`src/rtl/riscv_mem_arbiter.sv`:
```
// Arbitrates instruction fetch and data load/store onto one single-port synchronous RAM.
// Data wins by default; a bounded starvation counter guarantees fetch forward progress.
module riscv_mem_arbiter #(
  parameter logic [31:0] TEXT_BASE    = 32'h00000000,
  parameter logic [31:0] DATA_BASE    = 32'h00002000,
  parameter int          DATA_WORDS   = 2048,
  parameter int          STARVE_LIMIT = 4
) (
  input  logic        clk,
  input  logic        rst,
  input  logic        iMemRead,
  input  logic [31:0] PC,
  input  logic        MemRead,
  input  logic        MemWrite,
  input  logic [31:0] dAddress,
  input  logic [31:0] dWriteData,
  output logic [31:0] instruction,
  output logic [31:0] dReadData,
  output logic        iStall,
  output logic        dStall,
  output logic        iValid,
  output logic        dValid,
  output logic        dErr,
  output logic        mem_en,
  output logic        mem_we,
  output logic [31:0] mem_addr,
  output logic [31:0] mem_wdata,
  input  logic [31:0] mem_rdata
);

  localparam int              SW               = $clog2(STARVE_LIMIT + 1);
  localparam logic [SW-1:0]   LIM              = SW'(STARVE_LIMIT);
  localparam logic [31:0]     DATA_WORD_OFFSET = (DATA_BASE - TEXT_BASE) >> 2;
  localparam logic [32:0]     DATA_END         = {1'b0, DATA_BASE} + 33'(4 * DATA_WORDS);
  localparam logic [31:0]     NOP              = 32'h00000013;

  typedef enum logic [1:0] {RD_NONE, RD_FETCH, RD_DATA, RD_ERR} rd_src_t;

  rd_src_t       r_rd_src, w_rd_src_nxt;
  logic [SW-1:0] r_starve_cnt;
  logic          r_err;
  logic [31:0]   r_instr, r_dread;

  logic          w_dreq, w_oor, w_grant_i, w_grant_d;
  logic [31:0]   w_iidx, w_didx;

  assign w_dreq    = MemRead | MemWrite;
  assign w_oor     = ({1'b0, dAddress} < {1'b0, DATA_BASE}) || ({1'b0, dAddress} >= DATA_END);
  // Grants are suppressed during reset so the RAM sees no enable while rst is high.
  assign w_grant_i = ~rst & iMemRead & (~w_dreq | (r_starve_cnt == LIM));
  assign w_grant_d = ~rst & w_dreq & ~w_grant_i;

  assign w_iidx    = (PC - TEXT_BASE) >> 2;
  assign w_didx    = DATA_WORD_OFFSET + ((dAddress - DATA_BASE) >> 2);

  assign mem_en    = w_grant_i | (w_grant_d & ~w_oor);
  assign mem_we    = w_grant_d & MemWrite & ~w_oor;
  assign mem_addr  = w_grant_i ? w_iidx : w_didx;
  assign mem_wdata = dWriteData;

  assign iStall    = iMemRead & ~w_grant_i;
  assign dStall    = w_dreq & ~w_grant_d;

  always_comb begin
    w_rd_src_nxt = RD_NONE;
    if (w_grant_i)                 w_rd_src_nxt = RD_FETCH;
    else if (w_grant_d && MemRead) w_rd_src_nxt = w_oor ? RD_ERR : RD_DATA;
  end

  always_ff @(posedge clk or posedge rst) begin
    if (rst) begin
      r_rd_src     <= RD_NONE;
      r_starve_cnt <= '0;
      r_err        <= 1'b0;
      r_instr      <= NOP;
      r_dread      <= '0;
    end else begin
      r_rd_src <= w_rd_src_nxt;
      r_err    <= w_grant_d & w_oor;
      if (!iMemRead || w_grant_i)
        r_starve_cnt <= '0;
      else if (w_grant_d && r_starve_cnt != LIM)
        r_starve_cnt <= r_starve_cnt + 1'b1;
      if (r_rd_src == RD_FETCH) r_instr <= mem_rdata;
      if (r_rd_src == RD_DATA)  r_dread <= mem_rdata;
      if (r_rd_src == RD_ERR)   r_dread <= '0;
    end
  end

  // RAM data arrives the cycle after the grant; present it directly then hold it.
  assign instruction = (r_rd_src == RD_FETCH) ? mem_rdata : r_instr;
  assign dReadData   = (r_rd_src == RD_DATA) ? mem_rdata :
                       (r_rd_src == RD_ERR)  ? 32'h0     : r_dread;
  assign iValid      = (r_rd_src == RD_FETCH);
  assign dValid      = (r_rd_src == RD_DATA) || (r_rd_src == RD_ERR);
  assign dErr        = r_err;

endmodule

```
`config.mk`:
```
export PLATFORM = sky130hd
export DESIGN_NAME = riscv_mem_arbiter
export DESIGN_NICKNAME = d
export VERILOG_FILES = /design/src/rtl/riscv_mem_arbiter.sv
export SDC_FILE = /design/constraint.sdc
export NUM_CORES = 1
export LEC_CHECK = 0
export BUFFER_PORTS_ARGS = -buffer_cell sky130_fd_sc_hd__buf_2
export CAP_MARGIN = 10
export CORE_AREA = 2 2 103 105
export CTS_BUF_LIST = sky130_fd_sc_hd__clkbuf_8
export DETAILED_ROUTE_END_ITERATION = 8
export DIE_AREA = 0 0 105 107
export GPL_TIMING_DRIVEN = 1
export PLACE_DENSITY = 0.87
export SYNTH_ARGS = -nofsm -noshare
export SYNTH_HDL_FRONTEND = slang
export SYNTH_SLANG_ARGS = --single-unit
```
`constraint.sdc`:
```
create_clock -name clk -period 9.75 [get_ports clk]
set_clock_uncertainty 0.1 [all_clocks]
set_input_delay 1.95 -clock clk [delete_from_list [all_inputs] [get_ports clk]]
set_output_delay 1.95 -clock clk [all_outputs]
set_load 0.005 [all_outputs]
```
Word-level counts from Yosys, hierarchy flattened
Cells that the tools add are included.
- reductions and logical operators: 8
- eq/ne operators: 5
- $lt $le $gt $ge: 2
- add/subtract/negate cells: 3
- bitwise operators: 18
- muxes and demuxes: 11
- operators by type and width (operator ; number):
    $mux W32 ; 5
    $ge A32 B15 Y1 const B ; 1
    $lt A32 B14 Y1 const B ; 1
    $sub A32 B14 Y32 const B ; 1
    $add A12 B30 Y31 const A ; 1
    $mux W31 ; 1
    $and A1 B1 Y1 ; 10
    $mux W3 ; 2
    $not A1 Y1 ; 5
    $eq A2 B2 Y1 const B ; 2
    $mux W2 ; 2
    $reduce_bool A2 Y1 ; 2
    $add A3 B1 Y3 const B ; 1
    $eq A3 B3 Y1 const B ; 1
    $logic_or A1 B1 Y1 ; 3
    $ne A3 B3 Y1 const B ; 1
    $or A1 B1 Y1 ; 3
    $eq A2 B1 Y1 const B ; 1
    $logic_and A1 B1 Y1 ; 2
    $logic_not A1 Y1 ; 1
    $mux W1 ; 1
- output and inout port bits: 135
- input bits: 133
- logic and storage cells: 52
- register bits: 70

Depth between registers and ports, before layout
- word-level depth: 9
- gate-level depth with buffers: 10
- depth with buffers taken out: 9

Worst setup path after synthesis
Ideal clock, no wire load.
- kind: input -> output
- start: input port rst
- end: output port mem_addr[29]
- required time: 7.700 ns
- stages on the path: 7
- buffers on the path: 1
- arrival: 5.044 ns
- path slack: 2.656 ns
- cell sequence: clkbuf_1 inv_1 nand3_1 o21ai_0 nor4_1 mux2_1 a211oi_1
- longest elaborated chain between the ends: 4
- RTL lines (what ; line ; RTL):
    from (decl) ; 10 ; input logic rst,
    $not A1 Y1 ; 50 ; assign w_grant_i = ~rst & iMemRead & (~w_dreq | (r_starve_cnt == LIM));
    $and A1 B1 Y1 (2 in a row) ; 50 ;
    $mux W31 ; 58 ; assign mem_addr = w_grant_i ? w_iidx : w_didx;
    to (decl) ; 26 ; output logic [31:0] mem_addr,
Every way passes these cells.

Worst setup path in the final report
Ends and elaborated chain as after synthesis.

==> key figures <==
Status
  • Run status: complete, no violations

Critical path
  • Crit-path max cell delay: ~940 ps
  • CP Cell Sequence: buf_2 -> inv_2 -> buf_4 -> nand3_1 -> o21ai_0 -> nor4_1 -> mux2_1 -> a211oi_1 -> buf_2
  • Setup crit end kind: output port
  • Arr. time, crit path: roughly 4900 ps
  • Slowest cell on the critical path: nand3_1
  • CP max FO: 71
  • Req. time, crit path: 7700 ps
  • WS Path Type: in -> out
  • Launch point of the worst reg-to-reg path: r_rd_src[1]$_DFF_PP0_
  • Crit path top cell by count: buf_2
  • Critical path startpoint category: input pin
  • Reg-to-reg critical path endpoint: r_instr[3]$_DFF_PP0_
  • Worst reg2reg path depth: 4
  • R2R Setup Slk: approximately 7000 ps

Clock tree
  • CTS Buffer Depth: 2
  • Reg clk slew, reported paths: approximately 70 ps
  • Clock root buffer: clkbuf_8
  • Resize count post-CTS: 0
  • Worst skew pair latency: about 330 ps
  • CTS Buf Count: 9
  • CTS Hold Bufs: 0
  • Post-CTS Setup Repair Bufs: 0
  • Htree depth: 3
  • Clock sinks: 70
  • CTS tree: yes

Final layout
  • Final core occ: 0.5488
  • FILL cells: 951
  • Area Overhead vs Synth: 22.16%
  • Area of the multi-input gates: around 2200 um2
  • Most common cell after layout, fill and taps aside: buf_2
  • Register Area: between 1500 and 2000 um2
  • Commonest non-fill, non-tap cells in the layout: buf_2 (198), nand2_1 (87), dfrtp_1 (65)
  • Final cell count without fillers: 815
  • # diodes: 0
  • Post-layout nets: 810
  • Layout cells sized above 1: 0.3962

STA
  • Hold WS: 395.7 ps
  • Tcrit/Tclk final: 0.7101
  • Final hold violation count: 0
  • Post-Route Setup TNS: 0 ps
  • Minimum clock period: 6923 ps
  • RSZ-0062 raised after global routing: false
  • Max-slew violation count: 0
  • Slew @ Worst Pin: 1081 ps
  • Setup-failing EPs final: 0
  • Rel. slew slack: 0.2783
  • Peak Freq: 0.1444 GHz

Detailed routing
  • Initial DRC Count: 233
  • # DRC: 0
  • DR WL/cell: roughly 14 um
  • Via density: ~5.3
  • Via count: 4,316
  • Routed Antenna Nets: 0
  • DR pass1 iterations: 4
  • Final wirelength: 11,810 um

Die
  • Die Y: roughly 110 um
  • Die ar.: about 11,000 um2
  • Initial Utilization: 0.4493
  • Io pins: 268
  • Row count: 37
  • Die width: ~110 um
  • Core Area: 10,090 um2

Synthesis
  • Synth area leaders: dfrtp_1 (37%), mux2_2 (8.4%), o22ai_1 (7.7%)
  • #FFs+latches synth: 70
  • Yosys cell types: 56
  • Cell type with the largest total area after synthesis: dfrtp_1
  • Synthesized area: 4534 um2
  • Sequential area share after synthesis: 0.3871
  • Async S/R FF share, synth: 1.000
  • Avg Synthesized Cell Area: 8.539 um2
  • Cells after synthesis: 531
  • Synthesized Nets: 667
  • Leading register cell type out of synthesis: dfrtp_1
  • Share of the synthesized area in the top cell type: 0.3698
  • EDFF count, synth: 0
  • YS warnings: 0

Place
  • Placed insts: 799
  • Input/output buffers: 198
  • Routability congestion estimate: 0.9040
  • Placed wire-length estimate: 8902 um

Job
  • Max Cap Viol: 0

Min path
  • Hold Path Origin: r_instr[12]$_DFF_PP0_
  • Hold Crit Endpoint: r_instr[12]$_DFF_PP0_
  • Hold-critical path depth: 1
  • Worst hold path type: reg -> reg

Pwr
  • P_leak: 2.628 nW
  • Cell Pwr Density: around 150 nW/um2
  • Maximum vdd drop: 0.08756 mV

Global route
  • Vias in the first global route: between 4,000 and 5,000
  • Total Routing Usage GR: 0.2046
  • Antenna violations before repair: 0
  • Gr ovfl total: 0
  • First-pass GRT wire length: 18,600 um
  • Largest net degree at the start of global routing: 96
## synthesized netlist by cell type, types with 4 or more instances
cell type  instances
nand2_1           87
dfrtp_1           67
o22ai_1           56
inv_1             41
mux2_2            34
buf_4             33
clkbuf_1          28
nor2_1            21
o21ai_0           20
nor3_1            14
xnor2_1           14
a21oi_1           12
xor2_1             8
nor4_1             7
nand2b_1           6
o21ai_1            6
and2_1             5
a31oi_1            4
buf_1              4
nor2b_1            4
## critical path, delay by kind of cell
kind | cells | cell delay (ps)
simple gates | 2 | 1010
buf+inv | 4 | 1000
compound gates | 2 | 590
mux | 1 | 300
## power by group
| part | internal [mW] | total, mW | switching, mW |
|---|---|---|---|
| Clock | 0.145 | 0.258 | 0.112 |
| Combinational | 0.106 | 0.220 | 0.113 |
| Sequential | 0.337 | 0.353 | 0.0159 |
## metal layers
metal	GRT usage	up-vias	wire length (um)
met3	0.06626	15	1055
met4	0.06286	0	163
li1	-	2097	-
met1	0.2373	1983	4759
met2	0.3599	221	5832
met5	0	-	0
## final cells by class
class | count | share of cell area
Multi-Input combinational cell | 351 | 0.4009
Sequential cell | 70 | 0.3174
Timing Repair Buffer | 201 | 0.1830
Tap cell | 136 | 0.03072
Inverter | 41 | 0.02778
Clock buffer | 9 | 0.02236
Clock inverter | 7 | 0.01785
## state kept, by name, indices dropped and copies added, names as in the netlist
name,count
dErr,1
r_dread,32
r_instr,32
r_rd_src,2
r_starve_cnt,3
## kinds of logic after synthesis
kind of cell / Yosys count / share of synthesized area
compound gates: 115 / 0.1587
flops: 70 / 0.3871
fa+ha+maj: 3 / 0.008279
xor+xnor: 22 / 0.04250
other cells: 1 / 0.0008270
mux: 37 / 0.09134
simple gates: 173 / 0.1876
buf+inv: 110 / 0.1236
## stage by stage
stage | total power [mW] | setup slack (ps) | area [um2]
after floorplan | 0.4883 | 2656 | 4534
after global placement | 0.5701 | 2731 | 5316
after detailed placement | 0.5778 | 2725 | 5316
after CTS | 0.8391 | 2714 | 5539
after global routing | 0.8797 | 2440 | 5539
final | 0.8301 | 2827 | 5539
## worst max-delay path by stage
stage               slack (ps)  cells after the start      endpoint  startpoint
finish                    2830                      9  mem_addr[29]         rst
global route              2440                      9  mem_addr[29]         rst
global placement          2730                      9  mem_addr[29]         rst
detailed placement        2720                      9  mem_addr[29]         rst
floorplan                 2660                      7  mem_addr[29]         rst
CTS                       2710                      9  mem_addr[29]         rst
Note: power is estimated with default switching activity, not from simulation.
